## src/rtl/instruction_fetch.sv

```systemverilog
// ---------------------------------------------------------------------------
// instruction_fetch
//
// Fetch/sequencing stage for the 16-bit core. Owns the program counter,
// reads one instruction word per fetch from a one-cycle-latency program
// memory, presents it to the core with `run` held high until `done`, resolves
// format-2 branches with `branch_res`, and stops on the halt word.
//
// Ports:
//   clk          in   1   clock, rising edge
//   reset        in   1   asynchronous, active-high reset
//   start        in   1   begin fetching from current pc (IDLE/HALT only)
//   imem_req     out  1   program-memory read strobe (FETCH)
//   imem_addr    out  16  read address, always equal to pc
//   imem_rdata   in   16  read data, valid the cycle after imem_req
//   instruction  out  16  registered instruction word to the core
//   run          out  1   core may execute `instruction` (EXEC)
//   done         in   1   core finished current instruction (EXEC only)
//   branch_res   in   1   branch condition, sampled with `done`
//   pc           out  16  address of the instruction in flight
//   busy         out  1   FETCH, CAPTURE or EXEC
//   halted       out  1   HALT
//   retired      out  16  completed-instruction count, saturating
// ---------------------------------------------------------------------------
module instruction_fetch #(
  parameter logic [15:0] RESET_PC  = 16'h0000,
  parameter logic [15:0] HALT_WORD = 16'hFFFF
) (
  input  logic        clk,
  input  logic        reset,
  input  logic        start,
  output logic        imem_req,
  output logic [15:0] imem_addr,
  input  logic [15:0] imem_rdata,
  output logic [15:0] instruction,
  output logic        run,
  input  logic        done,
  input  logic        branch_res,
  output logic [15:0] pc,
  output logic        busy,
  output logic        halted,
  output logic [15:0] retired
);

  typedef enum logic [2:0] {
    S_IDLE,
    S_FETCH,
    S_CAPTURE,
    S_EXEC,
    S_HALT
  } state_t;

  state_t      state_q, state_d;
  logic [15:0] pc_q, pc_d;
  logic [15:0] instr_q, instr_d;
  logic [15:0] retired_q, retired_d;

  // Format-2 branch target: 8-bit two's complement offset from [12:5],
  // sign-extended; the 16-bit add wraps modulo 2^16 by construction.
  function automatic logic [15:0] branch_target(input logic [15:0] cur,
                                                input logic [7:0]  off);
    return cur + {{8{off[7]}}, off};
  endfunction

  function automatic logic [15:0] sat_inc(input logic [15:0] v);
    return (v == 16'hFFFF) ? v : v + 16'd1;
  endfunction

  logic is_taken_branch;
  assign is_taken_branch = (instr_q[1:0] == 2'd2) && branch_res;

  always_comb begin
    state_d   = state_q;
    pc_d      = pc_q;
    instr_d   = instr_q;
    retired_d = retired_q;
    unique case (state_q)
      S_IDLE: begin
        if (start) state_d = S_FETCH;
      end
      S_FETCH: begin
        state_d = S_CAPTURE;
      end
      S_CAPTURE: begin
        // The halt word is never issued: instruction and pc keep their
        // values so a later restart re-reads the same halt word.
        if (imem_rdata == HALT_WORD) begin
          state_d = S_HALT;
        end else begin
          instr_d = imem_rdata;
          state_d = S_EXEC;
        end
      end
      S_EXEC: begin
        // Leaving EXEC on the first done sample is what makes a held
        // done count exactly once.
        if (done) begin
          pc_d      = is_taken_branch ? branch_target(pc_q, instr_q[12:5])
                                      : pc_q + 16'd1;
          retired_d = sat_inc(retired_q);
          state_d   = S_FETCH;
        end
      end
      S_HALT: begin
        if (start) state_d = S_FETCH;
      end
      default: begin
        state_d = S_IDLE;
      end
    endcase
  end

  always_ff @(posedge clk or posedge reset) begin
    if (reset) begin
      state_q   <= S_IDLE;
      pc_q      <= RESET_PC;
      instr_q   <= 16'h0000;
      retired_q <= 16'h0000;
    end else begin
      state_q   <= state_d;
      pc_q      <= pc_d;
      instr_q   <= instr_d;
      retired_q <= retired_d;
    end
  end

  // Outputs come straight from registers or from a decode of the state
  // register, so done/branch_res never reach an output combinationally.
  assign imem_req    = (state_q == S_FETCH);
  assign imem_addr   = pc_q;
  assign run         = (state_q == S_EXEC);
  assign busy        = (state_q == S_FETCH) || (state_q == S_CAPTURE) ||
                       (state_q == S_EXEC);
  assign halted      = (state_q == S_HALT);
  assign instruction = instr_q;
  assign pc          = pc_q;
  assign retired     = retired_q;

endmodule

```

## config.mk

```make
export PLATFORM = sky130hd
export DESIGN_NAME = instruction_fetch
export DESIGN_NICKNAME = d
export VERILOG_FILES = /design/src/rtl/instruction_fetch.sv
export SDC_FILE = /design/constraint.sdc
export NUM_CORES = 1
export LEC_CHECK = 0
export ABC_AREA = 1
export BUFFER_PORTS_ARGS = -buffer_cell sky130_fd_sc_hd__clkbuf_2
export CORE_MARGIN = 2
export CORE_UTILIZATION = 40
export DETAILED_ROUTE_END_ITERATION = 12
export GPL_ROUTABILITY_DRIVEN = 1
export SYNTH_ARGS = -nofsm -noshare
export SYNTH_HDL_FRONTEND = slang
export SYNTH_SLANG_ARGS = --single-unit
```

## constraint.sdc

```tcl
create_clock -name clk -period 6.99 [get_ports clk]
set_input_delay 0.3495 -clock clk [delete_from_list [all_inputs] [get_ports clk]]
set_output_delay 0.3495 -clock clk [all_outputs]
set_load 0.01 [all_outputs]
```

Word level (Yosys, flattened, before mapping)
Index checks and enable logic that the tools add are counted.

Magnitude comparators: 0. Div/mod/pow operators: 0. Shifts and indexed selects: 0. Eq/ne operators: 9. Multiply operators: 0. Mux-type cells: 5. $add $sub $neg: 3. Bitwise operators: 2. Reductions and logical operators: 9.

Operators by type and width (count): adder 16 x 1 -> 16 bit (second input constant) (2); == test 16 bit (second input constant) (2); adder 16 bit (1); 2-to-1 mux 16 bit (1); case mux 3 bit (4 select lines) (1); 2-to-1 mux 3 bit (3); == test 3 x 2 -> 1 bit (second input constant) (2); AND reduction 2 bit (3); inequality test 2 x 1 -> 1 bit (second input constant) (2); == test 3 x 1 -> 1 bit (second input constant) (1); == test 3 bit (second input constant) (1); zero test 3 bit (1); AND reduction 3 bit (1); == test 2 bit (second input constant) (1); logical OR 1 bit (2); inverter 1 bit (2); OR reduction 2 bit (1); logical AND 1 bit (1).

Bits in latches: 0. Memories: 0. Memory bits (read-only): 0. Register bits after elaboration: 51. Output and inout port bits: 68. RAM bits: 0. Input bits: 21. Word-level logic and storage cells: 32.

Depth between registers and ports, before layout
Word-level depth: 4. Mapped depth: 18. Depth with buffers taken out: 18.

Worst setup path before layout
No wires, ideal clock.

Path kind: reg-to-reg. From: reg instr_q[0], in the netlist instruction[0]. To: reg pc_q[12], in the netlist imem_addr[12]. Slack: 4.528 ns. Buffers on the path: 0. Arrival: 2.344 ns. Period minus slack after synthesis: 2.462 ns. Stages on the path, launching flop included: 18. Cell sequence: dfrtp_1 inv_2 nand3_2 or2_2 ha_1 fa_1 nand2_1 nand2_1 nand3_1 nand2_1 nand2_1 nand2_1 nand3_1 nand2_2 nand2_1 nand3_1 nand3_1 nand2_1.

Cells in the longest elaborated chain, start to end: 3.

Ends and longest elaborated chain: start, declared (line 55) `logic [15:0] instr_q, instr_d;`; start signal, assigned (line 122) `instr_q <= instr_d;`; == test 2 bit (line 70) `assign is_taken_branch = (instr_q[1:0] == 2'd2) && branch_res;`; logical AND 1 bit (line 70); 2-to-1 mux 16 bit (line 98) `pc_d = is_taken_branch ? branch_target(pc_q, instr_q[12:5])`; end signal, assigned (line 121) `pc_q <= pc_d;`; end, declared (line 54) `logic [15:0] pc_q, pc_d;`.

Every way passes these cells. A chain may end at the register's enable or synchronous reset.

Worst setup path after layout
From: reg instr_q[0], in the netlist instruction[0]. To: reg pc_q[14], in the netlist imem_addr[14].

The elaborated chain is that of the path after synthesis.

==> impl_metrics.csv <==
group,metric,value,unit
timing,final.min_clock_period,2.722,ns
logic_synthesis,ys.flop_type,"dfrtp_1",
floorplanning,die_h,91.76,µm
power,ir_drop,0.0002116,V
worst_setup_path,rrSetupSlack,4.27,ns
route,post-route-drc-count,0,
route,ant_nets,0,
clock_network,clkTransAtPathRegs,0.10,ns
logic_synthesis,yosys_warnings,0,
floorplanning,dieArea,0.008419,mm²
placed_design,dp_cells,567,
logic_synthesis,ys_seq_area_frac,0.4143,
clock_network,numCtsBuffers,5,
floorplanning,fp-row-count,31,
worst_setup_path,ff2ff_path_depth,18,
clock_network,cts.sinks,51,
logic_synthesis,syn-num-nets,431,
flow_run,cap_violations,0,
worst_setup_path,start_kind,"flip-flop",
logic_synthesis,syn_avg_cell_area,7.682,µm²
logic_synthesis,yosys.cell_types.count,29,
clock_network,cts-hold-fix-buffers,0,
clock_network,clkLatencyLatePin,0.31,ns
clock_network,htree_levels,2,
global_route,antenna_found_initial,0,
timing,tns,0,ns
cells_and_area,fillers,728,
clock_network,cts-root-buf,"clkbuf_8",
logic_synthesis,synth_seq_cells,51,
route,first_pass_iters,4,
timing,maxSlewHeadroom,0.5451,
global_route,grtUsageMet3,0.04191,
route,drt-initial-drc-count,140,
logic_synthesis,async_flop_share,1.000,
worst_setup_path,crit_required,7.24,ns
floorplanning,boundaryPins,89,
worst_setup_path,cp_max_fo,8,
logic_synthesis,syn-cell-area,0.003080,mm²
timing,skew,0.008134,ns
global_route,grt_pass1_wl,11.61,mm
worst_setup_path,r2r-start,"instruction[0]",
global_route,overflow,0,
worst_setup_path,worstSetupPathType,"flip-flop to flip-flop",
clock_network,cts_resized,0,
timing,tightestPinTransition,0.6817,ns
power,power_density,369.6,mW/mm²
outcome,status,"complete, no violations",
floorplanning,die_w,91.76,µm
cells_and_area,syn2layout_area_growth,16.53,%
global_route,grt_max_degree,52,
power,p_total,1.327,mW
global_route,use_met1,0.2416,
route,vias_per_cell,4.744,
timing,finalCritPeriodShare,0.3895,
placed_design,io_buffers,88,
power,p_leak,1.968,nW
logic_synthesis,synth_top_area_cell,"dfrtp_1",
placed_design,dpl.hpwl,5.250,mm
timing,rsz0062_at_grt,"no",
global_route,grt_pass1_vias,2416,
worst_setup_path,crit_start,"instruction[0]",
logic_synthesis,syn_inst,401,
global_route,grt_usage,0.1707,
clock_network,clockBufferDepth,2,
clock_network,post_cts_buffers,0,
cells_and_area,fin_cells,575,
cells_and_area,layout-drive-gt1-share,0.2584,
floorplanning,initial_core_util,0.4180,
global_route,busiest_layer,"met2",
floorplanning,core-area,0.007370,mm²
cells_and_area,num_antenna_cells,0,
route,wirelength,7.097,mm
logic_synthesis,synth_edf_count,0,
timing,max_clock_freq,367.3,MHz
logic_synthesis,yosys.area.top_type_share,0.4143,
timing,slew_viol_final,0,
timing,setup_viol,0,
global_route,grt_util_met2,0.2623,
route,wl_per_cell,12.34,µm
placed_design,gp_congestion,0.8381,
route,vias,2728,
min_path,min_path_type,"input port to asynchronous set/reset pin",
logic_synthesis,synth.area.top_cells,"dfrtp_1 41%, nand2_1 13%, inv_1 6.6%, nand3_1 5.2%, o21ai_0 4.5%",
worst_setup_path,arrival,2.97,ns
timing,finalHoldViolations,0,
cells_and_area,fin_nets,505,
clock_network,cts_tree,"built",
worst_setup_path,cp-end-kind,"flip-flop",
==> sequential cells by signal, summed over array words and instances (netlist names) <==
| register | cells |
|---|---|
| retired | 16 |
| imem_addr | 16 |
| state_q | 3 |
| instruction | 16 |
==> metal layers <==
| layer | wire (µm) | up-vias |
|---|---|---|
| met4 | 87 | 0 |
| met5 | 0 | - |
| met2 | 3149 | 78 |
| li1 | - | 1402 |
| met3 | 397 | 6 |
| met1 | 3463 | 1242 |
==> report_power, final <==
group          switching, mW  total [mW]  internal, mW
logic                  0.402       0.641         0.239
clock network          0.107       0.177        0.0700
registers              0.110       0.508         0.398
==> worst paths after layout <==
| check | endpoint |
|---|---|
| max in group asynchronous | imem_addr[14] |
| min | state_q[0] |
| min in group clk | instruction[12] |
| min reg2reg | instruction[15] |
| max reg2reg | imem_addr[14] |
| max | imem_addr[14] |
==> metrics by stage <==
step                      utilization  setup WS (ns)  hold WS (ns)  instance area, µm²
after floorplan                     -          4.528        0.4591                3080
after global placement         0.4750          4.375        0.4661                3501
after detailed placement       0.4750          4.280        0.4732                3501
after CTS                      0.4871          4.258        0.2163                3590
after global routing           0.4871          4.025        0.2466                3590
final                          0.4871          4.268        0.1778                3590
==> cell type report <==
type | count | area [µm²] | area share
inverters | 57 | 214.0 | 0.05960
clock inverters | 3 | 20.02 | 0.005577
flip-flops and latches | 51 | 1276 | 0.3555
multi-input cells | 271 | 1439 | 0.4008
clock buffers | 5 | 68.82 | 0.01917
well taps | 99 | 123.9 | 0.03451
repair buffers | 89 | 447.9 | 0.1248
==> layout by cell type, fill, tap and decap left out, drive strengths merged, types with 8 or more instances in the layout <==
master,count
nand2,116
clkbuf,93
inv,57
nand3,34
o21ai,30
nor2,32
xor2,14
dfrtp,51
ha,8
xnor2,8
==> cell usage after synthesis, types with 2 or more instances <==
library cell	number
inv_1	54
nor2_4	2
o22ai_1	2
inv_2	3
ha_1	8
nor2_1	26
xor2_1	14
o21ai_0	28
nand3_1	32
nor2_2	4
nor4_1	2
nand4_1	6
buf_4	16
or2_2	2
nor3_1	5
o21ai_1	2
clkbuf_1	4
nand2_2	10
dfrtp_1	51
a21oi_1	5
nand2_1	106
xnor2_1	8
nand3_2	2
a41oi_1	4
==> critical path, cell delays in order, from the launching register on <==
cell	delay, ns
dfrtp_1	0.44
inv_2	0.11
nand3_2	0.21
or2_2	0.35
ha_1	0.21
fa_1	0.38
nand2_1	0.10
nand2_1	0.07
nand3_1	0.06
nand2_1	0.06
nand2_1	0.07
nand2_1	0.09
nand3_1	0.09
nand2_2	0.08
nand2_1	0.09
nand2_1	0.05
nand2_1	0.05
nand3_1	0.06
nand2_1	0.08
==> logic make-up (layout without fill, tap and decap cells) <==
| family | Yosys count | in the layout | synth area share |
|---|---|---|---|
| AOI/OAI and AO/OA | 42 | 42 | 0.07514 |
| xor gates and xnor gates | 22 | 22 | 0.06255 |
| adders and majority gates | 9 | 9 | 0.03899 |
| buffers and inverters | 79 | 154 | 0.1186 |
| DFF | 51 | 51 | 0.4143 |
| and+or+nand+nor | 198 | 198 | 0.2904 |
No activity file was read; power rests on OpenSTA's default activity.
